--- src/rtl/riscv_lsu_pkg.sv ---
// Shared definitions for the riscv_lsu load/store unit: funct3 encodings,
// FSM states, strobe constants and access-size/lane helpers.
package riscv_lsu_pkg;

  localparam logic [2:0] F3_LB  = 3'b000;
  localparam logic [2:0] F3_LH  = 3'b001;
  localparam logic [2:0] F3_LW  = 3'b010;
  localparam logic [2:0] F3_LBU = 3'b100;
  localparam logic [2:0] F3_LHU = 3'b101;

  localparam logic [3:0] STRB_B = 4'b0001;
  localparam logic [3:0] STRB_H = 4'b0011;
  localparam logic [3:0] STRB_W = 4'b1111;

  typedef enum logic [1:0] {
    IDLE,
    ACCESS,
    DONE
  } lsu_state_e;

  typedef enum logic [1:0] {
    SZ_B,
    SZ_H,
    SZ_W
  } lsu_size_e;

  // Undefined encodings (011, 110, 111) behave as a word access.
  function automatic lsu_size_e f3_size(input logic [2:0] f3);
    case (f3)
      F3_LB, F3_LBU: return SZ_B;
      F3_LH, F3_LHU: return SZ_H;
      default:       return SZ_W;
    endcase
  endfunction

  function automatic logic is_misaligned(input logic [2:0] f3, input logic [1:0] lo);
    case (f3_size(f3))
      SZ_H:    return lo[0];
      SZ_W:    return lo != 2'b00;
      default: return 1'b0;
    endcase
  endfunction

  // Byte lane after discarding address bits below the access size.
  function automatic logic [1:0] eff_lane(input logic [2:0] f3, input logic [1:0] lo);
    case (f3_size(f3))
      SZ_B:    return lo;
      SZ_H:    return {lo[1], 1'b0};
      default: return 2'b00;
    endcase
  endfunction

endpackage

--- src/rtl/lsu_lane_align.sv ---
// Combinational lane steering: store data replication and byte strobes,
// plus load byte/half extraction with sign or zero extension.
module lsu_lane_align
  import riscv_lsu_pkg::*;
(
  input  logic [2:0]  funct3,
  input  logic [1:0]  addr_lo,
  input  logic [31:0] st_data,
  output logic [31:0] mem_wdata,
  output logic [3:0]  mem_wstrb,
  input  logic [31:0] mem_rdata,
  output logic [31:0] ld_data
);

  lsu_size_e   size;
  logic [1:0]  lane;
  logic        sext;
  logic [31:0] shifted;

  always_comb begin
    size      = f3_size(funct3);
    lane      = eff_lane(funct3, addr_lo);
    sext      = ~funct3[2];
    shifted   = mem_rdata >> {lane, 3'b000};
    mem_wdata = st_data;
    mem_wstrb = STRB_W;
    ld_data   = shifted;
    case (size)
      SZ_B: begin
        mem_wdata = {4{st_data[7:0]}};
        mem_wstrb = STRB_B << lane;
        ld_data   = {{24{sext & shifted[7]}}, shifted[7:0]};
      end
      SZ_H: begin
        mem_wdata = {2{st_data[15:0]}};
        mem_wstrb = STRB_H << lane;
        ld_data   = {{16{sext & shifted[15]}}, shifted[15:0]};
      end
      default: ;
    endcase
  end

endmodule

--- src/rtl/riscv_lsu.sv ---
// Load/store unit: one CPU access -> one valid/ready word memory transaction.
// Optional LSU_MISALIGN_TRAP_EN: misaligned accesses skip memory and flag misalign_err.
module riscv_lsu
  import riscv_lsu_pkg::*;
#(
  parameter int ADDR_W = 32,
  parameter int DATA_W = 32
) (
  input  logic              clk,
  input  logic              reset,
  input  logic              req_valid,
  input  logic              req_we,
  input  logic [ADDR_W-1:0] req_addr,
  input  logic [DATA_W-1:0] req_wdata,
  input  logic [2:0]        req_funct3,
  output logic              stall,
  output logic              rsp_valid,
  output logic [DATA_W-1:0] rsp_rdata,
  output logic              misalign_err,
  output logic              mem_req,
  output logic              mem_we,
  output logic [ADDR_W-1:0] mem_addr,
  output logic [DATA_W-1:0] mem_wdata,
  output logic [3:0]        mem_wstrb,
  input  logic              mem_ready,
  input  logic [DATA_W-1:0] mem_rdata
);

  lsu_state_e        state_q, state_d;
  logic              capture;
  logic              we_q;
  logic [ADDR_W-1:0] addr_q;
  logic [DATA_W-1:0] wdata_q;
  logic [2:0]        f3_q;
  logic [DATA_W-1:0] rdata_q;
  logic [DATA_W-1:0] st_data;
  logic [3:0]        st_strb;
  logic [DATA_W-1:0] ld_data;
  logic              go_done;

`ifdef LSU_MISALIGN_TRAP_EN
  logic mis_q;
  assign go_done = is_misaligned(req_funct3, req_addr[1:0]);
`else
  assign go_done = 1'b0;
`endif

  always_comb begin
    state_d = state_q;
    stall   = 1'b0;
    mem_req = 1'b0;
    capture = 1'b0;
    case (state_q)
      IDLE: begin
        if (req_valid) begin
          stall   = 1'b1;
          capture = 1'b1;
          state_d = go_done ? DONE : ACCESS;
        end
      end
      ACCESS: begin
        stall   = 1'b1;
        mem_req = 1'b1;
        if (mem_ready) state_d = DONE;
      end
      DONE:    state_d = IDLE;
      default: state_d = IDLE;
    endcase
  end

  always_ff @(posedge clk) begin
    if (reset) begin
      state_q <= IDLE;
      we_q    <= 1'b0;
      addr_q  <= '0;
      wdata_q <= '0;
      f3_q    <= '0;
      rdata_q <= '0;
`ifdef LSU_MISALIGN_TRAP_EN
      mis_q   <= 1'b0;
`endif
    end else begin
      state_q <= state_d;
      if (capture) begin
        we_q    <= req_we;
        addr_q  <= req_addr;
        wdata_q <= req_wdata;
        f3_q    <= req_funct3;
        rdata_q <= '0;
`ifdef LSU_MISALIGN_TRAP_EN
        mis_q   <= go_done;
`endif
      end
      if (state_q == ACCESS && mem_ready && !we_q) rdata_q <= ld_data;
    end
  end

  lsu_lane_align u_align (
    .funct3    (f3_q),
    .addr_lo   (addr_q[1:0]),
    .st_data   (wdata_q),
    .mem_wdata (st_data),
    .mem_wstrb (st_strb),
    .mem_rdata (mem_rdata),
    .ld_data   (ld_data)
  );

  assign mem_we    = mem_req & we_q;
  assign mem_addr  = {addr_q[ADDR_W-1:2], 2'b00};
  assign mem_wdata = st_data;
  assign mem_wstrb = (mem_req && we_q) ? st_strb : '0;
  assign rsp_valid = (state_q == DONE);
  assign rsp_rdata = rdata_q;

`ifdef LSU_MISALIGN_TRAP_EN
  assign misalign_err = (state_q == DONE) & mis_q;
`else
  assign misalign_err = 1'b0;
`endif

endmodule

--- config.mk ---
export PLATFORM = sky130hd
export DESIGN_NAME = riscv_lsu
export DESIGN_NICKNAME = d
export VERILOG_FILES = /design/src/rtl/riscv_lsu_pkg.sv /design/src/rtl/lsu_lane_align.sv /design/src/rtl/riscv_lsu.sv
export SDC_FILE = /design/constraint.sdc
export NUM_CORES = 1
export LEC_CHECK = 0
export CAP_MARGIN = 0
export CORE_UTILIZATION = 43
export CTS_CLUSTER_DIAMETER = 30
export DETAILED_ROUTE_END_ITERATION = 12
export HOLD_SLACK_MARGIN = 0.03
export PLACE_DENSITY = 0.81
export SYNTH_ARGS = -nofsm -noshare
export SYNTH_HDL_FRONTEND = slang
export SYNTH_HIERARCHICAL = 1
export SYNTH_SLANG_ARGS = --single-unit
--- constraint.sdc ---
create_clock -name clk -period 2.4 [get_ports clk]
set_input_delay 0.6 -clock clk [delete_from_list [all_inputs] [get_ports clk]]
set_output_delay 0.6 -clock clk [all_outputs]
set_load 0.02 [all_outputs]
---- After elaboration in Yosys (flattened, before gate mapping) ----
Index checks and enable logic that the tools add are counted.
Widths: inputs -> output; s select.
operators by class
  add/sub/neg operators ................... 0
  multiply operators ...................... 0
  div/mod/pow operators ................... 0
  magnitude comparators ................... 0
  equality and inequality tests ........... 8
  shift operators ......................... 3
  mux-type cells .......................... 15
  bitwise gates (word level) .............. 4
  reduce and logical (&&, ||, !) cells .... 11
operator list
  kind                 number
  $pmux 32 s2          2
  $mux 32              2
  $shr 32x5->32        1
  $pmux 2 s2           3
  $pmux 4 s2           1
  $eq 3x3->1 const B   2
  $eq 2x1->1 const B   2
  $logic_not 2->1      2
  $mux 2               2
  $mux 4               1
  $ne 2x2->1 const B   2
  $reduce_or 2->1      2
  $shl 1x2->4 const A  1
  $shl 2x2->4 const A  1
  $and 1x1->1          3
  $eq 3x1->1 const B   1
  $logic_and 1x1->1    3
  $logic_not 3->1      1
  $mux 1               3
  $eq 2x2->1 const B   1
  $pmux 1 s2           1
  $reduce_and 2->1     1
  $reduce_bool 2->1    1
  $logic_not 1->1      1
  $not 1->1            1
word-level totals
  flip-flop bits (word level) ............. 102
  latch bits .............................. 0
  bits in writable memories ............... 0
  bits in read-only memories .............. 0
  input bits .............................. 104
  logic and storage cells ................. 47
  memories ................................ 0

---- Longest topological paths before layout ----
Gate-level depths: netlist (run 1).
  depth in word-level cells ............... 9
  mapped depth ............................ 8
  mapped depth without buffers ............ 5

---- Cells and area by module ----
Netlist (run 1), hierarchy kept.
by module, submodules not included
  module          instances  cells each  area an instance (µm²)  seq. area each (µm²)
  riscv_lsu       1          419         3727.3                  2042.0
  lsu_lane_align  1          143         1121.1                  0.0

---- Worst setup path before layout (run 1) ----
OpenSTA, ideal clock, no wires.
  path type ............................... register -> output
  start point ............................. register f3_q[1]
  end point ............................... output port mem_wdata[14]
  arrival ................................. 1451 ps
  required time ........................... 1800 ps
  slack ................................... 349 ps
  cell stages (with the launch flop) ...... 5
  path buffers ............................ 2
  cells stage by stage .................... dfxtp_1 > buf_2 > nor2_2 > buf_2 > mux2_2
between the ends
  cells in the longest elaborated chain, start to end .. 5
ends and longest elaborated chain
  item                                                  RTL line              RTL
  from (decl)                                           riscv_lsu.sv:34       logic [2:0] f3_q;
  from (signal assigned)                                riscv_lsu.sv:88       f3_q <= req_funct3;
  $eq 3x1->1, or another cell as far along              riscv_lsu_pkg.sv:29   case (f3)
  $reduce_or 2->1                                       riscv_lsu_pkg.sv:29
  $pmux 2 s2 *                                          riscv_lsu_pkg.sv:29
  $eq 2x1->1 / $logic_not 2->1 (equally long branches)  lsu_lane_align.sv:28  case (size)
  $pmux 32 s2 *                                         lsu_lane_align.sv:28
  to (decl)                                             riscv_lsu.sv:23       output logic [DATA_W-1:0] mem_wdata,
Every way passes the cells marked *; elsewhere a longest branch is shown, timed or not.

---- Worst setup path after layout (run 1) ----
  start point ............................. register f3_q[1]
  end point ............................... output port mem_wdata[15]
The elaborated chain is that of the path after synthesis.

==> results.yml, run 1 <==
run_status:
  status: "completed"
yosys:
  synth_most_common_cell: "nand2_1"
  syn_avg_cell_area_um2: 8.63
  yosysSeqAreaShare_pct: 42.1
  netlist_top_cells_count: "nand2_1 (162), dfxtp_1 (102), a21oi_1 (69)"
  synth_warnings: 6
  netlist.area_leader.share_pct: 42.1
  synthTopCellsByArea: "dfxtp_1 (42%), nand2_1 (13%), a21oi_1 (7.1%), buf_4 (7.0%), a22o_1 (5.8%)"
  ys_ff_latch: 102
  syn_area_mm2: 0.00485
  synth_top_area_cell: "dfxtp_1"
  synth-edff-count: 0
  yosysUniqueCellTypes: 36
  synth_ff_type: "dfxtp_1"
  async_flop_share_pct: 0
  synthCells: 562
clock_network:
  cts.sinks: 102
  cts.htree.levels: 3
  cts_buffer_depth: 2
  cts-buffers-inserted: 9
  cts_tree: "yes"
  ctsRootBufferMaster: "clkbuf_16"
  clk_pin_slew_ns: 0.07
  ctsHoldBuffers: 0
  clock_latency_ns: 0.34
worst_setup_path:
  path_cells: "nor2_2 -> buf_4 -> mux2_2 -> dlygate4sd2_1"
  required_ns: 1.80
  worst_setup_path_start_kind: "flop"
  cp_slowest_cell: "dfxtp_2"
  reg2reg_from: "f3_q[1]$_SDFFE_PP0P_"
  setup.worst_path.start: "f3_q[1]$_SDFFE_PP0P_"
  end_kind: "primary output"
  crit_arrival_ns: 1.74
  worstPathMaxFanout: 9
  max_stage_delay_ns: 0.38
  critPathKind: "reg -> out"
route:
  viasPerCell: 5.33
  drc: 0
  wl_mm: 14.3
  ant_nets: 0
  routedWlPerCell_um: 16.6
  vias: 4580
  drtIter0Drc: 291
  drt_pass1_iterations: 6
hold_path:
  min_from: "addr_q[29]$_SDFFE_PP0P_"
  min_path_type: "reg -> reg"
timing:
  hold_viol_final: 0
  rsz0062_at_grt: "no"
  period_share_pct: 97.7
  slew_headroom_pct: 43.1
  slew_violations: 0
  fin_crit_ns: 2.34
  setup_viol_count_final: 0
  fin_skew_ns: 0.00675
  tightest_slew_ns: 0.853
  fmax_ghz: 0.427
floorplan:
  die_area_mm2: 0.0117
  fp-row-count: 38
  core_area_mm2: 0.0109
  start_util_pct: 44.3
  boundaryPins: 209
  dieHeight_um: 108
  die_w_um: 108
finish:
  stdcell_area_mm2: 0.00700
  drive_above_1_share_pct: 10.3
  finalNetCount: 817
  area_growth_pct: 44.4
  final_util_pct: 64.0
global_route:
  grt_max_degree: 70
  grt_pass1_vias: 4459
  grt_pass1_wl_mm: 21.7
  antenna_found_initial: 1
  grt_usage_pct: 24.1
  grt-ovfl-total: 0
placed_design:
  port-buffer-count: 205
  place_congestion: 0.899
  placed_area_mm2: 0.00670
  hpwlAfterDp_mm: 10.0
power:
  leakage_nw: 2.77
  max-vdd-ir-drop_mv: 0.453
  power.density_mw_per_mm2: 635
job:
  cap_violations: 0
[logic make-up after synthesis]
group	synth area share, %
DFF	42.1
muxes	10.5
and+or+nand+nor	16.2
AOI/OAI and AO/OA	19.4
buffers and inverters	11.7
other	0.0773
[path summary, 6_finish.rpt]
check	cells after the start	endpoint	slack, ns
min	2	addr_q[29]$_SDFFE_PP0P_	0.45
max reg2reg	8	rsp_rdata[17]$_SDFFE_PP0P_	0.19
max	4	mem_wdata[15]	0.06
min reg2reg	2	addr_q[29]$_SDFFE_PP0P_	0.45
[cell usage in the layout (no fill, tap or decap), types with 8 or more instances in the layout]
cell type        instances
clkdlybuf4s50_1        177
nand2_1                162
dfxtp_1                100
a21oi_1                 69
a22o_1                  32
dlygate4sd2_1           26
buf_4                   18
mux2_2                  18
o221ai_1                16
mux2i_1                 15
clkbuf_16                9
o21ai_0                  9
nor2_1                   8
o22ai_1                  8
[metrics by stage]
step	setup WS [ns]	setup TNS (ns)	hold slack (ns)	total power, W	instances
after global routing	0.00293	0	0.476	0.00464	859
after detailed placement	-0.445	-0.633	0.444	0.00292	842
after CTS	0.0148	0	0.453	0.00447	858
after global placement	-0.403	-0.403	0.439	0.00290	842
final	0.0563	0	0.454	0.00444	859
after floorplan	0.349	0	0.433	0.00250	564
[critical path, delay by kind of cell, from the launching register on]
| kind | cells | cell delay, ns |
|---|---|---|
| and+or+nand+nor | 1 | 0.14 |
| DFF | 1 | 0.38 |
| buffers and inverters | 2 | 0.53 |
| muxes | 1 | 0.35 |
[cell type report]
cell class,count,area [um2]
Antenna cell,1,2.50
Clock buffer,10,239
Clock inverter,6,85.1
Fill cell,928,3930
Inverter,3,11.3
Multi-Input combinational cell,372,2250
Sequential cell,102,2040
Tap cell,140,175
Timing Repair Buffer,225,2190
[registers in the layout (all words and copies together), names as in the netlist]
| register | flops |
|---|---|
| f3_q | 3 |
| addr_q | 32 |
| state_q | 2 |
| rsp_rdata | 32 |
| we_q | 1 |
| wdata_q | 32 |
[power by group]
part	total (W)	internal (W)	switching, W	leakage (nW)
registers	0.00185	0.00178	0.0000663	0.835
logic	0.00102	0.000502	0.000515	1.78
clock network	0.00158	0.000938	0.000638	0.154
total	0.00444	0.00323	0.00122	2.77
[per-layer routing]
layer | GRT usage [%] | vias up | share of wire, %
met5 | 0 | - | 0
met4 | 14.2 | 0 | 3.7
met3 | 6.57 | 43 | 9.0
met2 | 40.4 | 224 | 49
met1 | 27.6 | 2121 | 39
li1 | - | 2192 | -
[repair_timing]
action / 4_1_cts / 5_1_grt
gates cloned: 0 / 0
endpoints found under the setup margin: 27 / 1
setup buffers: 0 / 0
resized for setup: 33 / 1
endpoints found under the hold margin: 0 / 0
Power figures use the tool's default switching activity.
==> inputs of run 2 (changes only) <==
- CTS_CLUSTER_DIAMETER: 30 -> 40
- SLEW_MARGIN: unset -> 40
- clock period: 2.4 -> 2.3 ns (I/O delays scaled with it)
==> run 2 against run 1 <==
Net effect: flip-flop and latch count unchanged; highest routed layer unchanged; via count increased by 0.59%; largest power group unchanged; combinational power increased by 5%; setup slack got worse by 0.0018 ns.
==> results.yml, run 2 (synthesized netlist as in run 1, its figures left out) <==
worst_setup_path:
  cp_slowest_cell: "clkdlybuf4s50_1"
  end_kind: "primary output"
  required_ns: 1.73
  critPathKind: "in -> out"
  setup.worst_path.start: "req_valid"
  crit_arrival_ns: 1.67
  path_cells: "clkdlybuf4s50_1 -> or3b_4 -> nand2_1 -> buf_4"
  worst_setup_path_start_kind: "input port"
  reg2reg_slack_ns: 0.15
  worstPathMaxFanout: 2
  reg2reg_from: "addr_q[0]$_SDFFE_PP0P_"
  max_stage_delay_ns: 0.49
finish:
  layout_common_cells: "clkdlybuf4s50_1 (173), nand2_1 (162), dfxtp_1 (100)"
  antenna_cells: 0
  area_growth_pct: 45.1
  mostFrequentLayoutCell: "clkdlybuf4s50_1"
  finalNetCount: 821
  fin_cells: 862
  stdcell_area_mm2: 0.00703
  drive_above_1_share_pct: 11.1
  final.fill_count: 959
global_route:
  grt_usage_pct: 24.4
  antenna_found_initial: 0
  grt_pass1_wl_mm: 22.1
  grt_pass1_vias: 4419
  grt-ovfl-total: 0
  grt_max_degree: 70
placed_design:
  port-buffer-count: 205
  placed_area_mm2: 0.00673
  placed_cells: 846
  place_congestion: 0.894
  pre_cts_slack_ns: -0.454
  hpwlAfterDp_mm: 10.3
run_status:
  status: "completed"
floorplan:
  dieHeight_um: 108
  fp-row-count: 38
  boundaryPins: 209
  die_w_um: 108
  core_area_mm2: 0.0109
  start_util_pct: 44.3
  die_area_mm2: 0.0117
clock_network:
  cts_tree: "yes"
  cts.htree.levels: 3
  cts-buffers-inserted: 9
  cts.sinks: 102
  clock_latency_ns: 0.34
  clk_pin_slew_ns: 0.06
  ctsRootBufferMaster: "clkbuf_16"
  cts_buffer_depth: 2
hold_path:
  min_path_type: "reg -> reg"
  min_from: "wdata_q[27]$_SDFFE_PP0P_"
route:
  drc: 0
  vias: 4607
  drt_pass1_iterations: 7
  drtIter0Drc: 368
  viasPerCell: 5.34
  ant_nets: 0
  routedWlPerCell_um: 16.6
  wl_mm: 14.3
power:
  power.density_mw_per_mm2: 656
  max-vdd-ir-drop_mv: 0.504
  power_w: 0.00461
  leakage_nw: 2.82
timing:
  setup_viol_count_final: 0
  tightest_slew_ns: 0.696
  slew_violations: 0
  layout_setup_ws_ns: 0.0545
  fin_crit_ns: 2.25
  fin_skew_ns: 0.00818
  rsz0062_at_grt: "no"
  fmax_ghz: 0.445
  slew_headroom_pct: 53.6
  period_share_pct: 97.6
  setup_tns_ns: 0
  hold_viol_final: 0
job:
  cap_violations: 0
==> run 2: cell types whose count changed in the layout (fill, tap and decap cells not counted), sizes merged <==
cell           change
clkdlybuf4s50      -4
bufinv             -1
diode              -1
clkdlybuf4s15      +2
clkinvlp           -2
buf                +4
dlymetal6s2s       +1
clkbuf             +4
==> run 2: metal layers <==
layer | track usage [%] | vias up | wire (um)
met5 | 0 | - | 0
met4 | 9.98 | 0 | 362
met3 | 6.03 | 31 | 1330
met2 | 42.6 | 232 | 7120
met1 | 28.5 | 2144 | 5470
li1 | - | 2200 | -
==> run 2: worst max-delay path, delay by kind of cell <==
kind | cells | cell delay [ns]
buffers and inverters | 2 | 0.62
and+or+nand+nor | 2 | 0.47
==> run 2: final cells by class <==
| type | instances | area [um2] | share of cell area, % |
|---|---|---|---|
| Clock buffer | 13 | 280 | 3.98 |
| Tap cell | 140 | 175 | 2.49 |
| Sequential cell | 102 | 2040 | 29.1 |
| Inverter | 3 | 11.3 | 0.160 |
| Clock inverter | 3 | 40.0 | 0.569 |
| Multi-Input combinational cell | 372 | 2260 | 32.1 |
| Timing Repair Buffer | 229 | 2220 | 31.6 |
==> run 2: worst paths after layout <==
check,cells after the start,to
worst max-delay path,4,stall
worst min-delay path,2,wdata_q[27]$_SDFFE_PP0P_
worst max register to register,7,rsp_rdata[23]$_SDFFE_PP0P_
worst min register to register,2,wdata_q[27]$_SDFFE_PP0P_
==> run 2: report_power, final <==
group          internal (W)  total, W  leakage, nW  switching [W]
logic              0.000529   0.00107         1.82       0.000540
registers           0.00186   0.00193        0.835      0.0000673
clock network      0.000960   0.00161        0.162       0.000654
==> run 2: stage by stage <==
step	util [%]	hold slack, ns
2_1_floorplan	-	0.433
3_3_place_gp	61.6	0.439
3_5_place_dp	61.6	0.447
4_1_cts	64.2	0.456
5_1_grt	64.3	0.475
6_report	64.3	0.453
==> run 2: what timing repair did <==
item                                    CTS  global route
endpoints found under the setup margin   30            14
buffers inserted                          0             0
gates resized for setup                  36             8
hold buffers                              0             0
==> inputs of run 3 (changes only) <==
- CORE_MARGIN: unset -> 3
==> run 3 against run 2 <==
Net effect: clock skew is 0.0012 ns higher; power increased by 0.43%; critical path depth stayed put.
==> results.yml, run 3 (synthesized netlist as in run 1, its figures left out) <==
run_status:
  status: "completed"
worst_setup_path:
  worst_setup_path_start_kind: "input port"
  worstPathMaxFanout: 2
  crit_arrival_ns: 1.65
  required_ns: 1.73
  end_kind: "primary output"
  critPathKind: "in -> out"
floorplan:
  boundaryPins: 209
  start_util_pct: 44.3
  dieHeight_um: 112
  die_area_mm2: 0.0126
  core_area_mm2: 0.0109
  die_w_um: 112
  fp-row-count: 38
timing:
  slew_headroom_pct: 53.8
  setup_viol_count_final: 0
  tightest_slew_ns: 0.694
  hold_viol_final: 0
  setup_tns_ns: 0
  layout_setup_ws_ns: 0.0765
  fmax_ghz: 0.450
  fin_skew_ns: 0.00935
  slew_violations: 0
  rsz0062_at_grt: "no"
  fin_crit_ns: 2.22
  period_share_pct: 96.7
finish:
  area_growth_pct: 44.8
  final.fill_count: 953
  drive_above_1_share_pct: 10.4
  mostFrequentLayoutCell: "clkdlybuf4s50_1"
  finalNetCount: 819
  stdcell_area_mm2: 0.00702
  seq_area_mm2: 0.00204
  antenna_cells: 0
  layout_common_cells: "clkdlybuf4s50_1 (173), nand2_1 (162), dfxtp_1 (100)"
  final_util_pct: 64.2
  multi_input_area_mm2: 0.00226
route:
  viasPerCell: 5.41
  wl_mm: 14.7
  drc: 0
  wl_met3_mm: 1.26
  routedWlPerCell_um: 17.1
  drt_pass1_iterations: 5
  wl_met2_mm: 7.40
  drtIter0Drc: 403
  drt-met1-wl_mm: 5.67
  ant_nets: 0
  vias: 4651
  highest_layer: "met4"
power:
  power.density_mw_per_mm2: 660
  leakage_nw: 2.79
  max-vdd-ir-drop_mv: 0.406
  power_w: 0.00463
global_route:
  grt_pass1_wl_mm: 23.2
  grt-ovfl-total: 0
  antenna_found_initial: 0
  grt_pass1_vias: 4551
  grt_max_degree: 70
  grt_usage_pct: 22.6
clock_network:
  cts.sinks: 102
  cts.htree.levels: 3
  cts-buffers-inserted: 9
  cts_tree: "yes"
  ctsHoldBuffers: 0
  clock_latency_ns: 0.34
  ctsRootBufferMaster: "clkbuf_16"
  clk_pin_slew_ns: 0.07
  cts_setup_buffers: 0
  cts_buffer_depth: 2
hold_path:
  min_path_type: "reg -> reg"
job:
  cap_violations: 0
placed_design:
  hpwlAfterDp_mm: 10.7
  placed_area_mm2: 0.00672
  port-buffer-count: 205
  place_congestion: 0.920
  pre_cts_slack_ns: -0.450
-- run 3: cell count changes in the layout (fill, tap and decap cells not counted), sizes merged --
cell           before  now
bufinv              1    2
clkinvlp            0    1
dlygate4sd2        26   25
clkdlybuf4s15       2    3
buf                26   24
clkinv              2    0
-- run 3: worst paths after layout --
check	start	to	cells past startpoint	slack [ns]
max reg2reg	addr_q[0]$_SDFFE_PP0P_	rsp_rdata[29]$_SDFFE_PP0P_	7	0.16
max	req_valid	stall	4	0.08
min	addr_q[17]$_SDFFE_PP0P_	addr_q[17]$_SDFFE_PP0P_	2	0.45
min reg2reg	addr_q[17]$_SDFFE_PP0P_	addr_q[17]$_SDFFE_PP0P_	2	0.45
-- run 3: what timing repair did --
item,CTS,global route
setup endpoints to repair,30,12
gates cloned,0,0
resized for setup,37,9
-- run 3: layout make-up --
class,instances,area share [%]
inverter,3,0.160
tap,140,2.49
clock buffer,13,3.56
clock inverter,3,0.962
timing repair buffer,227,31.5
multi-input combinational,372,32.2
sequential,102,29.1
-- run 3: critical path, cell delays in order --
cell,delay [ns]
clkdlybuf4s50_1,0.48
or3b_4,0.38
nand2_1,0.08
buf_4,0.13
-- run 3: metal layers --
layer  up-vias  GRT usage [%]
met3        25           6.25
li1       2200              -
met5         -              0
met1      2205           26.3
met4         0           8.17
met2       221           39.9
-- run 3: report_power, final --
| part | internal [W] | total [W] | switching (W) |
|---|---|---|---|
| Sequential | 0.00186 | 0.00193 | 0.0000660 |
| Clock | 0.000986 | 0.00163 | 0.000648 |
| Combinational | 0.000528 | 0.00107 | 0.000542 |
-- run 3: through the flow --
stage	cells	hold slack [ns]
final	860	0.455
after global routing	860	0.474
after CTS	860	0.455
after detailed placement	844	0.446
after global placement	844	0.439
after floorplan	564	0.433
